<file path="src/rtl/nes_rom_loader_if.sv">
// SDRAM write port used by the ROM loader.
//
// Handshake: the master raises mem_req with mem_addr/mem_din valid and keeps
// all three stable until the slave answers with a single-cycle mem_ack. The
// master drops mem_req in the cycle after mem_ack. Only one request is ever
// outstanding.
interface nes_rom_loader_if;
   logic        mem_req;
   logic [21:0] mem_addr;
   logic [7:0]  mem_din;
   logic        mem_ack;

   modport master (output mem_req, mem_addr, mem_din, input mem_ack);
   modport slave  (input mem_req, mem_addr, mem_din, output mem_ack);
endinterface

</file>
<file path="src/rtl/nes_rom_loader.sv">
// nes_rom_loader: receives the iNES byte stream from the IO subsystem, parses
// the 16-byte header, skips an optional 512-byte trainer and writes PRG/CHR
// bytes to SDRAM through a single-outstanding req/ack port. A small FIFO of
// {addr, data} entries absorbs 4-byte bursts; each entry's address is decided
// when the byte is pushed.
//
// Optional feature macro: LOADER_NES20_EN (NES 2.0 mapper/bank extensions,
// widens mapper, prg_banks and chr_banks to 12 bits).
module nes_rom_loader #(
   parameter int          FIFO_DEPTH = 8,          // power of two, >= 4
   parameter logic [21:0] CHR_BASE   = 22'h200000
`ifdef LOADER_NES20_EN
   , localparam int FW = 12
`else
   , localparam int FW = 8
`endif
) (
   input  logic                clk,
   input  logic                resetn,
   input  logic                rom_loading,
   input  logic [7:0]          rom_do,
   input  logic                rom_do_valid,
   nes_rom_loader_if.master    bus,
   output logic                busy,
   output logic                done,
   output logic                header_valid,
   output logic [FW-1:0]       mapper,
   output logic [FW-1:0]       prg_banks,
   output logic [FW-1:0]       chr_banks,
   output logic [1:0]          mirroring,
   output logic                battery,
   output logic                error,
   output logic [2:0]          dbg_state
);

   localparam int PW = $clog2(FIFO_DEPTH);
   // Byte counter wide enough for the largest PRG image (banks x 16 KB).
   localparam int CW = FW + 14;
   localparam logic [PW-1:0] PTR_ONE  = PW'(1);
   localparam logic [PW:0]   CNT_ONE  = (PW+1)'(1);
   localparam logic [PW:0]   CNT_FULL = (PW+1)'(FIFO_DEPTH);
   localparam logic [CW-1:0] BC_ONE   = CW'(1);

   typedef enum logic [2:0] {
      S_IDLE    = 3'd0,
      S_HEADER  = 3'd1,
      S_TRAINER = 3'd2,
      S_PRG     = 3'd3,
      S_CHR     = 3'd4,
      S_DISCARD = 3'd5,
      S_DRAIN   = 3'd6
   } state_t;

   state_t          state;
   logic            load_q;
   logic            restart_pend;
   logic [3:0]      hdr_cnt;
   logic [8:0]      trn_cnt;
   logic [CW-1:0]   byte_cnt;
   logic            trainer;
`ifdef LOADER_NES20_EN
   logic            nes2;
`endif

   // FIFO storage and bookkeeping
   logic [29:0]     fifo_mem [FIFO_DEPTH];
   logic [PW-1:0]   wr_ptr;
   logic [PW-1:0]   rd_ptr;
   logic [PW:0]     fifo_cnt;
   logic [29:0]     head;

   logic            load_rise;
   logic            load_fall;
   logic            fall_evt;
   logic            restart_any;
   logic            start;
   logic            take;
   logic            prg_in_range;
   logic            push_req;
   logic [21:0]     push_addr;
   logic            fifo_full;
   logic            pop;
   logic            push_ok;
   logic            overflow;
   logic [CW-1:0]   prg_last;
   logic [CW-1:0]   chr_last;

   assign dbg_state = state;
   assign head      = fifo_mem[rd_ptr];

   // Next data section after the header/trainer: PRG, then CHR, else discard.
   function automatic state_t next_data(input logic [FW-1:0] p, input logic [FW-1:0] c);
      if (p != '0)      return S_PRG;
      else if (c != '0) return S_CHR;
      else              return S_DISCARD;
   endfunction

   // Edge detection, restart arbitration and per-byte push decision.
   always_comb begin
      load_rise    = rom_loading & ~load_q;
      load_fall    = ~rom_loading & load_q;
      fall_evt     = load_fall && (state != S_IDLE);
      restart_any  = restart_pend || (load_rise && (state != S_IDLE));
      // A restart waits for the in-flight write to be acknowledged.
      start        = (state == S_IDLE && load_rise) ||
                     (restart_any && (!bus.mem_req || bus.mem_ack));
      take         = rom_do_valid && !restart_any && !load_fall;
      prg_in_range = (byte_cnt[CW-1:21] == '0);
      prg_last     = {prg_banks, 14'd0} - BC_ONE;
      chr_last     = {1'b0, chr_banks, 13'd0} - BC_ONE;
      push_req     = take && ((state == S_PRG && prg_in_range) || state == S_CHR);
      push_addr    = (state == S_CHR) ? (CHR_BASE + byte_cnt[21:0]) : byte_cnt[21:0];
      fifo_full    = (fifo_cnt == CNT_FULL);
      pop          = !bus.mem_req && (fifo_cnt != '0) && !restart_any;
      push_ok      = push_req && (!fifo_full || pop);
      overflow     = push_req && fifo_full && !pop;
   end

   // FIFO entry write; the array itself needs no reset.
   always_ff @(posedge clk) begin
      if (push_ok) fifo_mem[wr_ptr] <= {push_addr, rom_do};
   end

   // FIFO pointers; a restart flushes every queued entry.
   always_ff @(posedge clk) begin
      if (!resetn || restart_any) begin
         wr_ptr   <= '0;
         rd_ptr   <= '0;
         fifo_cnt <= '0;
      end else begin
         if (push_ok) wr_ptr <= wr_ptr + PTR_ONE;
         if (pop)     rd_ptr <= rd_ptr + PTR_ONE;
         case ({push_ok, pop})
            2'b10:   fifo_cnt <= fifo_cnt + CNT_ONE;
            2'b01:   fifo_cnt <= fifo_cnt - CNT_ONE;
            default: ;
         endcase
      end
   end

   // Write port: launch the FIFO head when idle, hold it until acknowledged.
   always_ff @(posedge clk) begin
      if (!resetn) begin
         bus.mem_req  <= 1'b0;
         bus.mem_addr <= '0;
         bus.mem_din  <= '0;
      end else if (bus.mem_req && bus.mem_ack) begin
         bus.mem_req  <= 1'b0;
      end else if (pop) begin
         bus.mem_req  <= 1'b1;
         bus.mem_addr <= head[29:8];
         bus.mem_din  <= head[7:0];
      end
   end

   // Load sequencer: header parse, section counting, drain and restart.
   always_ff @(posedge clk) begin
      if (!resetn) begin
         state        <= S_IDLE;
         load_q       <= 1'b0;
         restart_pend <= 1'b0;
         hdr_cnt      <= '0;
         trn_cnt      <= '0;
         byte_cnt     <= '0;
         trainer      <= 1'b0;
`ifdef LOADER_NES20_EN
         nes2         <= 1'b0;
`endif
         busy         <= 1'b0;
         done         <= 1'b0;
         header_valid <= 1'b0;
         mapper       <= '0;
         prg_banks    <= '0;
         chr_banks    <= '0;
         mirroring    <= '0;
         battery      <= 1'b0;
         error        <= 1'b0;
      end else begin
         load_q <= rom_loading;
         done   <= 1'b0;
         if (fall_evt) begin
            state        <= S_DRAIN;
            restart_pend <= 1'b0;
         end else if (start) begin
            state        <= S_HEADER;
            restart_pend <= 1'b0;
            busy         <= 1'b1;
            error        <= 1'b0;
            header_valid <= 1'b0;
            hdr_cnt      <= '0;
            trn_cnt      <= '0;
            byte_cnt     <= '0;
         end else if (restart_any) begin
            restart_pend <= 1'b1;
         end else begin
            case (state)
               S_HEADER: if (take) begin
                  hdr_cnt <= hdr_cnt + 4'd1;
                  case (hdr_cnt)
                     4'd0: if (rom_do != 8'h4E) begin error <= 1'b1; state <= S_DISCARD; end
                     4'd1: if (rom_do != 8'h45) begin error <= 1'b1; state <= S_DISCARD; end
                     4'd2: if (rom_do != 8'h53) begin error <= 1'b1; state <= S_DISCARD; end
                     4'd3: if (rom_do != 8'h1A) begin error <= 1'b1; state <= S_DISCARD; end
                     4'd4: prg_banks <= FW'(rom_do);
                     4'd5: chr_banks <= FW'(rom_do);
                     4'd6: begin
                        mirroring   <= {rom_do[3], rom_do[0]};
                        battery     <= rom_do[1];
                        trainer     <= rom_do[2];
                        mapper[3:0] <= rom_do[7:4];
                     end
                     4'd7: begin
                        mapper[7:4] <= rom_do[7:4];
`ifdef LOADER_NES20_EN
                        mapper[11:8] <= 4'd0;
                        nes2         <= (rom_do[3:2] == 2'b10);
`endif
                     end
`ifdef LOADER_NES20_EN
                     4'd8: if (nes2) mapper[11:8] <= rom_do[3:0];
                     4'd9: if (nes2) begin
                        prg_banks[11:8] <= rom_do[3:0];
                        chr_banks[11:8] <= rom_do[7:4];
                     end
`endif
                     4'd15: begin
                        header_valid <= 1'b1;
                        byte_cnt     <= '0;
                        state        <= trainer ? S_TRAINER : next_data(prg_banks, chr_banks);
                     end
                     default: ;
                  endcase
               end
               S_TRAINER: if (take) begin
                  trn_cnt <= trn_cnt + 9'd1;
                  if (trn_cnt == 9'd511) state <= next_data(prg_banks, chr_banks);
               end
               S_PRG: if (take) begin
                  // Bytes beyond 2 MB have no room in SDRAM below CHR.
                  if (!prg_in_range) error <= 1'b1;
                  if (byte_cnt == prg_last) begin
                     byte_cnt <= '0;
                     state    <= (chr_banks != '0) ? S_CHR : S_DISCARD;
                  end else begin
                     byte_cnt <= byte_cnt + BC_ONE;
                  end
               end
               S_CHR: if (take) begin
                  if (byte_cnt == chr_last) begin
                     byte_cnt <= '0;
                     state    <= S_DISCARD;
                  end else begin
                     byte_cnt <= byte_cnt + BC_ONE;
                  end
               end
               S_DRAIN: if (fifo_cnt == '0 && !bus.mem_req) begin
                  done  <= 1'b1;
                  busy  <= 1'b0;
                  state <= S_IDLE;
               end
               default: ;
            endcase
         end
         if (overflow) error <= 1'b1;
      end
   end

endmodule

</file>
<file path="src/flat_wrapper.sv">
// flat-port wrapper written by rule: the top's interface ports become plain ports
module nes_rom_loader_flat 
#(
   parameter int          FIFO_DEPTH = 8,                               
   parameter logic [21:0] CHR_BASE   = 22'h200000

   , localparam int FW = 8

)
  (clk, resetn, rom_loading, rom_do, rom_do_valid, busy, done, header_valid, mapper, prg_banks, chr_banks, mirroring, battery, error, dbg_state, bus_mem_req, bus_mem_addr, bus_mem_din, bus_mem_ack);
  nes_rom_loader_if bus_i ();
  input  logic clk;
  input  logic resetn;
  input  logic rom_loading;
  input  logic [7:0] rom_do;
  input  logic rom_do_valid;
  output logic busy;
  output logic done;
  output logic header_valid;
  output logic [FW-1:0] mapper;
  output logic [FW-1:0] prg_banks;
  output logic [FW-1:0] chr_banks;
  output logic [1:0] mirroring;
  output logic battery;
  output logic error;
  output logic [2:0] dbg_state;
  output wire logic [$bits(bus_i.mem_req)-1:0] bus_mem_req;
  output wire logic [$bits(bus_i.mem_addr)-1:0] bus_mem_addr;
  output wire logic [$bits(bus_i.mem_din)-1:0] bus_mem_din;
  input wire logic [$bits(bus_i.mem_ack)-1:0] bus_mem_ack;
  assign bus_mem_req = bus_i.mem_req;
  assign bus_mem_addr = bus_i.mem_addr;
  assign bus_mem_din = bus_i.mem_din;
  assign bus_i.mem_ack = bus_mem_ack;
  nes_rom_loader #(.FIFO_DEPTH(FIFO_DEPTH), .CHR_BASE(CHR_BASE)) u_core (.clk(clk), .resetn(resetn), .rom_loading(rom_loading), .rom_do(rom_do), .rom_do_valid(rom_do_valid), .bus(bus_i), .busy(busy), .done(done), .header_valid(header_valid), .mapper(mapper), .prg_banks(prg_banks), .chr_banks(chr_banks), .mirroring(mirroring), .battery(battery), .error(error), .dbg_state(dbg_state));
endmodule
</file>
<file path="config.mk">
export PLATFORM = sky130hd
export DESIGN_NAME = nes_rom_loader_flat
export DESIGN_NICKNAME = d
export VERILOG_FILES = /design/src/rtl/nes_rom_loader_if.sv /design/src/rtl/nes_rom_loader.sv /design/src/flat_wrapper.sv
export SDC_FILE = /design/constraint.sdc
export NUM_CORES = 1
export LEC_CHECK = 0
export ABC_CLOCK_PERIOD_IN_PS = 4250
export BUFFER_PORTS_ARGS = -buffer_cell sky130_fd_sc_hd__buf_2
export CAP_MARGIN = 20
export CORE_MARGIN = 1.5
export CORE_UTILIZATION = 55
export DETAILED_ROUTE_END_ITERATION = 6
export PLACE_DENSITY_LB_ADDON = 0.1
export SETUP_SLACK_MARGIN = 0.2
export SLEW_MARGIN = 25
export SYNTH_ARGS = -nofsm -noshare
export SYNTH_HDL_FRONTEND = slang
export SYNTH_SLANG_ARGS = --single-unit
</file>
<file path="constraint.sdc">
create_clock -name clk -period 4.25 [get_ports clk]
set_clock_uncertainty 0.1 [all_clocks]
set_input_delay 0.2125 -clock clk [delete_from_list [all_inputs] [get_ports clk]]
set_output_delay 0.2125 -clock clk [all_outputs]
set_load 0.02 [all_outputs]
</file>
# --- Word level (Yosys, flattened, before mapping) ---
# Memory sizes are Yosys's and may differ from the RTL's. A register that Yosys moved wholly into a read port is not among the register bits.
# Cells that the tools add are included.
word_totals:
  reg_bits: 83
  ramBits: 240
  inputBits: 13
  out_inout_bits: 65
  elab_cells: 233
  memories: 1
op_classes:
  n_addsub: 10
  eq_ne: 62
  mux: 64
  bitwise_logic: 11
  reduce_logical: 63
memory_table:
  columns: ["memory", "words", "width", "read_ports", "rd_ports_with_merged_regs", "wr", "line_no", "rtl"]
  rows:
  - ["u_core.fifo_mem", 8, 30, 1, 1, 1, "nes_rom_loader.sv:66", "logic [29:0] fifo_mem [FIFO_DEPTH];"]
op_table:
  columns: ["operator", "count"]
  rows:
  - ["$mux W22", 9]
  - ["$pmux W22 S3", 1]
  - ["$mux W3", 17]
  - ["$eq A22 B22 Y1", 2]
  - ["$ne A5 B2 Y1 const B", 8]
  - ["$mux W9", 4]
  - ["$ne A4 B1 Y1 const B", 9]
  - ["$pmux W3 S5", 2]
  - ["$reduce_and A15 Y1", 2]
  - ["$mux W1", 24]
  - ["$ne A4 B2 Y1 const B", 6]
  - ["$ne A8 B7 Y1 const B", 3]
  - ["$reduce_and A6 Y1", 4]
  - ["$add A22 B1 Y22 const B", 1]
  - ["$add A22 B22 Y22 const A", 1]
  - ["$sub A21 B1 Y22 const B", 1]
  - ["$sub A22 B1 Y22 const B", 1]
  - ["$ne A3 B1 Y1 const B", 7]
  - ["$eq A4 B3 Y1 const B", 4]
  - ["$mux W4", 4]
  - ["$ne A8 B5 Y1 const B", 2]
  - ["$reduce_bool A8 Y1", 2]
  - ["$logic_and A1 B1 Y1", 15]
  - ["$ne A7 B5 Y1 const B", 2]
  - ["other kinds (38)", 79]

# --- Depth between registers and ports, before layout ---
depth:
  word_depth: 13
  depth_mapped: 13
  mapped_depth_nobuf: 11

# --- Worst setup path before layout ---
# OpenSTA, ideal clock, no wires.
synth_timing:
  kind: "reg-to-reg"
  start: "reg u_core.state[1] (netlist: u_core.dbg_state[1])"
  end: "mem u_core.fifo_mem[2][0], enable pin"
  setup_ps: 461
  arrival_time_ps: 4061
  required_time_ps: 3689
  setup_slack_ps: -372
  stages_incl_launch_ff: 8
  period_less_slack_ps: 4622
  path_cell_list: "dfxtp_1 clkbuf_1 nor3_1 o21ai_0 o211a_1 nand2b_1 or2_2 nor3b_1"
synth_between:
  elab_chain_len: 10
  word_cells_on_any_way: 16
  classes_between: "eq/ne: 2; mux: 2; reduce/logical: 12"
synth_lines:
  columns: ["item", "line_no", "rtl"]
  rows:
  - ["start, declared", "nes_rom_loader.sv:54", "state_t state;"]
  - ["start signal, assigned", "nes_rom_loader.sv:229", "state <= trainer ? S_TRAINER : next_data(prg_banks, chr_banks);"]
  - ["start signal, assigned", "nes_rom_loader.sv:236", "if (trn_cnt == 9'd511) state <= next_data(prg_banks, chr_banks);"]
  - ["start signal, assigned", "nes_rom_loader.sv:243", "state <= (chr_banks != '0) ? S_CHR : S_DISCARD;"]
  - ["$reduce_bool A3 Y1", "nes_rom_loader.sv:103", "restart_any = restart_pend || (load_rise && (state != S_IDLE));"]
  - ["$logic_and A1 B1 Y1", "nes_rom_loader.sv:103", null]
  - ["$logic_or A1 B1 Y1", "nes_rom_loader.sv:103", null]
  - ["$logic_not A1 Y1", "nes_rom_loader.sv:107, nes_rom_loader.sv:114", null]
  - ["$logic_and A1 B1 Y1 (2 in a row)", "nes_rom_loader.sv:107", "take = rom_do_valid && !restart_any && !load_fall;"]
  - ["$logic_and A1 B1 Y1", "nes_rom_loader.sv:111", "push_req = take && ((state == S_PRG && prg_in_range) || state == S_CHR);"]
  - ["$logic_and A1 B1 Y1 (*)", "nes_rom_loader.sv:115", "push_ok = push_req && (!fifo_full || pop);"]
  - ["$mux W1 (*)", "nes_rom_loader.sv:121", "if (push_ok) fifo_mem[wr_ptr] <= {push_addr, rom_do};"]
  - ["$mux W1 (not written as such) (*)", "nes_rom_loader.sv:121", null]
  - ["end, declared", "nes_rom_loader.sv:66", null]
# Mark *: on every way between the ends. The rest lies on a longest branch, timed or not.

# --- Worst setup path after layout ---
layout_timing:
  start: "reg u_core.state[1] (netlist: u_core.dbg_state[1])"
  end: "reg u_core.fifo_cnt[3]"
layout_between:
  elab_chain_len: 10
  word_cells_on_any_way: 19
  classes_between: "eq/ne: 4; mux: 1; reduce/logical: 14"
layout_lines:
  columns: ["item", "line_no", "rtl"]
  rows:
  - ["$reduce_bool A3 Y1", "nes_rom_loader.sv:103", null]
  - ["$logic_and A1 B1 Y1", "nes_rom_loader.sv:103", null]
  - ["$logic_or A1 B1 Y1", "nes_rom_loader.sv:103", null]
  - ["$logic_not A1 Y1", "nes_rom_loader.sv:107, nes_rom_loader.sv:114", null]
  - ["$logic_and A1 B1 Y1 (2 in a row)", "nes_rom_loader.sv:107", null]
  - ["$logic_and A1 B1 Y1", "nes_rom_loader.sv:111", null]
  - ["$logic_and A1 B1 Y1", "nes_rom_loader.sv:115", null]
  - ["$eq A2 B1 Y1 or $eq A2 B2 Y1 (tied branches)", "nes_rom_loader.sv:133", "case ({push_ok, pop})"]
  - ["$pmux W4 S2 or $reduce_bool A2 Y1 (tied branches)", null, null]
  - ["end signal, assigned", "nes_rom_loader.sv:134", "2'b10: fifo_cnt <= fifo_cnt + CNT_ONE;"]
  - ["end signal, assigned", "nes_rom_loader.sv:135", "2'b01: fifo_cnt <= fifo_cnt - CNT_ONE;"]
  - ["end, declared", "nes_rom_loader.sv:69", "logic [PW:0] fifo_cnt;"]
# Parallel ways exist; a longest one is shown, timed or not.
# A chain may end at the register's enable or synchronous reset.

==> impl_summary.txt <==
----------------------------------------------------
[Run status]
  Result of the run ... finished with violations
  Failing checks ... design-rule violations

[Job]
  Maximum capacitance violations ... 0

[Clocking]
  Clock tree from TritonCTS ... done
  Clock-pin slew of the registers on the worst-case setup and hold paths ... 60 ps
  Resized Gates After CTS ... 0
  Number of buffers inserted during clock tree synthesis ... 38
  Clock root buffer ... sky130_fd_sc_hd__clkbuf_16
  Worst-Skew Late Latency ... 530 ps
  Htree depth ... 2
  Total clock sinks ... around 350
  Buffer levels on the longest clock path ... 3

[Timing]
  Final Hold Vio Count ... 0
  Final clock period utilization by the worst path ... 77.5%
  RSZ-0062 raised after global routing ... false
  Hold Worst Slack ... roughly 62 ps
  Maximum achievable frequency ... 304 MHz
  Setup Viol. Count Final ... 0
  Final critical delay including setup and external delays ... 3290 ps
  Final-report max-slew violation count ... 0
  Max-Slew Margin vs Limit ... 43.1%
  Minimum setup slack in the final design ... approximately 960 ps
  Slew at the pin closest to its max-slew limit ... 853 ps

[Drt]
  Detail-routed net length per standard cell ... 20.2 um
  Via total after detailed routing ... 9055
  First-pass DRT Iterations ... 7
  Via density per instance ... 5.95
  Violation count after the first detailed-route iteration ... 617
  DRT Wirelength ... approximately 31000 um
  Count of unresolved DRC violations after routing ... 5
  Number of routed nets with antenna violations ... 0

[Layout]
  Commonest cells after routing, fill and taps aside ... sky130_fd_sc_hd__edfxtp_1 (240), sky130_fd_sc_hd__dfxtp_1 (110), sky130_fd_sc_hd__nor2_1 (91)
  Number of filler instances in the final layout ... 1980
  Area of all placed cells without fillers ... 16800 um^2
  Multi-input gate area ... 4950 um^2
  Area delta synth->final ... 14.5%
  Number of nets in the layout ... 1186
  Most frequent standard cell in the layout excluding fill and tap cells ... sky130_fd_sc_hd__edfxtp_1
  Area occupied by registers ... 9480 um^2
  Antenna fix cells ... 0
  Filler-free cell count of the finished design ... between 1500 and 2000
  Share of final-layout standard cells stronger than drive strength 1 ... ~20%

[Global routing]
  Total global routing track utilization ... 22.8%
  Via count of the first global-routing pass ... between 8000 and 9000
  Global-route wire length before repair ... 48700 um
  Total overflow reported by the global router ... 0
  Maximum number of pins on one net before global-route repair ... 65
  Number of antenna violations at the first check in global routing ... 0

[Synth]
  Number of nets in the synthesized netlist ... 1100
  Proportion of register bits with asynchronous set or reset after synthesis ... 0%
  Register area share after synthesis ... 64.6%
  Ys Warns ... 0
  Synthesized instance count ... ~1100
  Cell area after technology mapping ... 14600 um^2
  Count of state elements after synthesis ... around 350
  Number of enable flip-flop cells after synthesis ... 240
  Post-Syn Area per Cell ... 13.7 um^2
  Flip-flop cell with the highest count after synthesis ... sky130_fd_sc_hd__edfxtp_1
  Count of different cell masters after synthesis ... 59

[Hold path]
  Origin of the worst min-delay path ... resetn
  Hold WC Path Type ... in -> reg

[Floorplan]
  Core Region ... ~26000 um^2
  Die area ... 27600 um^2
  Standard-cell row count ... between 50 and 60
  Chip width ... 166 um
  Starting utilization of the core area ... between 50% and 60%
  Ports ... 78
  Die Y ... 166 um

[Placement]
  Cell area reported after detailed placement ... approximately 15000 um^2
  Final RePlAce weighted congestion ... 0.862
  Sum of net half-perimeters after detailed placement ... between 15000 and 20000 um
  Worst slack after detailed placement ... 996 ps
  Port-buffer cells ... 77
  Number of cells after detailed placement ... 1442

[Power and ir drop]
  Worst VDD drop ... 298 uV
  Leakage Power ... roughly 0.0056 uW
  Proportion of total power due to net switching ... 26.2%
  Sequential fraction of design power ... 46.9%
  Power share of the combinational group ... 16.0%
  Clock group share of total power ... 37.1%
  Internal power summed over all cells ... 6260 uW
  Net switching power ... 2220 uW
  Power Density ... 506 nW/um^2

[Worst setup path]
  Timing startpoint of the critical path ... u_core.dbg_state[1]
  CP endpoint ... u_core.fifo_cnt[3]
  Critical path data arrival time ... ~3600 ps
  Crit Path Max Fanout ... 20
  Flop-to-flop setup slack ... 960 ps
  R2r worst-path depth ... 11
  Launch point of the worst reg-to-reg path ... u_core.dbg_state[1]
  Startpoint type of the worst setup path ... register
  CP Data Required Time ... 4600 ps
  Startpoint-to-endpoint class of the critical path ... reg -> reg
  Endpoint type of the worst setup path ... register
  Critical R2R Capture ... u_core.fifo_cnt[3]

----------------------------------------------------
## layout make-up
| class | count | share of cell area, % |
|---|---|---|
| flip-flops and latches | 353 | 56.5 |
| clock buffers | 48 | 6.13 |
| repair buffers | 108 | 3.91 |
| inverters | 18 | 0.403 |
| clock inverters | 22 | 1.09 |
| well taps | 335 | 2.50 |
| multi-input cells | 638 | 29.5 |
## critical path: stages, from the launching register on
cell and delay, ps:
sky130_fd_sc_hd__dfxtp_1 730, sky130_fd_sc_hd__nor3_1 180, sky130_fd_sc_hd__o21ai_0 430, sky130_fd_sc_hd__o211a_1 210, sky130_fd_sc_hd__nand2b_1 210, sky130_fd_sc_hd__ha_1 240, sky130_fd_sc_hd__ha_1 240, sky130_fd_sc_hd__a21o_1 170
sky130_fd_sc_hd__a21oi_1 160, sky130_fd_sc_hd__xnor2_1 90, sky130_fd_sc_hd__or3_1 300, sky130_fd_sc_hd__a21oi_1 140
## registers in the layout, indices dropped and copies added (netlist names), 4 cells and up
register             count
u_core.bus.mem_din       8
u_core.hdr_cnt           4
u_core.byte_cnt         22
u_core.trn_cnt           9
u_core.chr_banks         8
u_core.fifo_mem        240
u_core.bus.mem_addr     22
u_core.prg_banks         8
u_core.fifo_cnt          4
u_core.mapper            8
## synth_stat cells, types with 3 or more instances
cell type	instances	area, um^2
sky130_fd_sc_hd__a211oi_1	33	248
sky130_fd_sc_hd__a21oi_1	54	270
sky130_fd_sc_hd__a221o_1	3	30.0
sky130_fd_sc_hd__a31oi_1	10	62.6
sky130_fd_sc_hd__a41oi_1	4	35.0
sky130_fd_sc_hd__and2_1	3	18.8
sky130_fd_sc_hd__and3_1	6	37.5
sky130_fd_sc_hd__buf_1	5	18.8
sky130_fd_sc_hd__clkbuf_1	55	206
sky130_fd_sc_hd__dfxtp_1	113	2260
sky130_fd_sc_hd__edfxtp_1	240	7210
sky130_fd_sc_hd__ha_1	15	188
sky130_fd_sc_hd__inv_1	18	67.6
sky130_fd_sc_hd__mux2i_1	33	330
sky130_fd_sc_hd__mux4_2	60	1350
sky130_fd_sc_hd__nand2_1	76	285
sky130_fd_sc_hd__nand2b_1	11	68.8
sky130_fd_sc_hd__nand3_1	55	275
sky130_fd_sc_hd__nand3b_1	4	30.0
sky130_fd_sc_hd__nand4_1	12	75.1
sky130_fd_sc_hd__nor2_1	93	349
sky130_fd_sc_hd__nor2b_1	7	43.8
sky130_fd_sc_hd__nor3_1	17	85.1
sky130_fd_sc_hd__nor3b_1	4	30.0
sky130_fd_sc_hd__nor4_1	9	56.3
sky130_fd_sc_hd__nor4bb_1	4	40.0
sky130_fd_sc_hd__o211ai_1	6	45.0
sky130_fd_sc_hd__o21a_1	6	45.0
sky130_fd_sc_hd__o21ai_0	22	110
sky130_fd_sc_hd__o22ai_1	3	18.8
sky130_fd_sc_hd__or2_2	4	25.0
sky130_fd_sc_hd__or3_1	10	62.6
sky130_fd_sc_hd__or4_1	5	37.5
sky130_fd_sc_hd__xnor2_1	19	166
sky130_fd_sc_hd__xor2_1	21	184
## metrics by stage
| stage | util [%] | TNS, ps | total power [uW] |
|---|---|---|---|
| after CTS | 64.2 | 0 | 8570 |
| after global routing | 64.2 | 0 | 8840 |
| after floorplan | - | -15470 | 5060 |
| after detailed placement | 59.2 | 0 | 5430 |
| final | 64.2 | 0 | 8480 |
| after global placement | 59.2 | 0 | 5410 |
## per-layer routing
layer	up-vias	GRT usage, %	share of wire [%]
met5	-	0	0
met4	0	5.94	1.8
met3	41	4.10	5.5
met2	264	39.1	50
met1	4479	30.1	43
li1	4271	-	-
## cells by family (layout without fill, tap and decap cells)
logic type	after synthesis	count (layout)	share of synthesized area (%)
XOR/XNOR	40	40	2.39
adder cells (fa/ha/maj)	16	16	1.42
multiplexers	93	93	11.5
AND/OR/NAND/NOR	329	329	11.0
AO/OA/AOI/OAI	160	160	7.01
buffers and inverters	80	196	2.07
flip-flops	353	353	64.6
## power by group through the flow
stage	logic [uW]	registers [uW]	clock network [uW]
floorplan	1000	4060	0
global placement	1350	4060	0
detailed placement	1370	4060	0
CTS	1380	3990	3200
global route	1480	4020	3350
finish	1360	3980	3150
## what timing repair did
| action | in CTS | in global routing |
|---|---|---|
| hold endpoints to repair | 92 | 0 |
| hold buffers | 10 | 0 |
| setup buffers | 0 | 0 |
| setup endpoints to repair | 0 | 0 |
## worst min path at each step
stage,endpoint,slack [ps],cells past startpoint
final,u_core.dbg_state[2],60,2
after global routing,u_core.dbg_state[2],70,2
after CTS,u_core.dbg_state[2],40,2
after detailed placement,u_core.mirroring[0],350,2
after global placement,u_core.trn_cnt[8],340,2
after floorplan,u_core.fifo_mem[0][0],210,0
(Power assumes the default switching activity.)
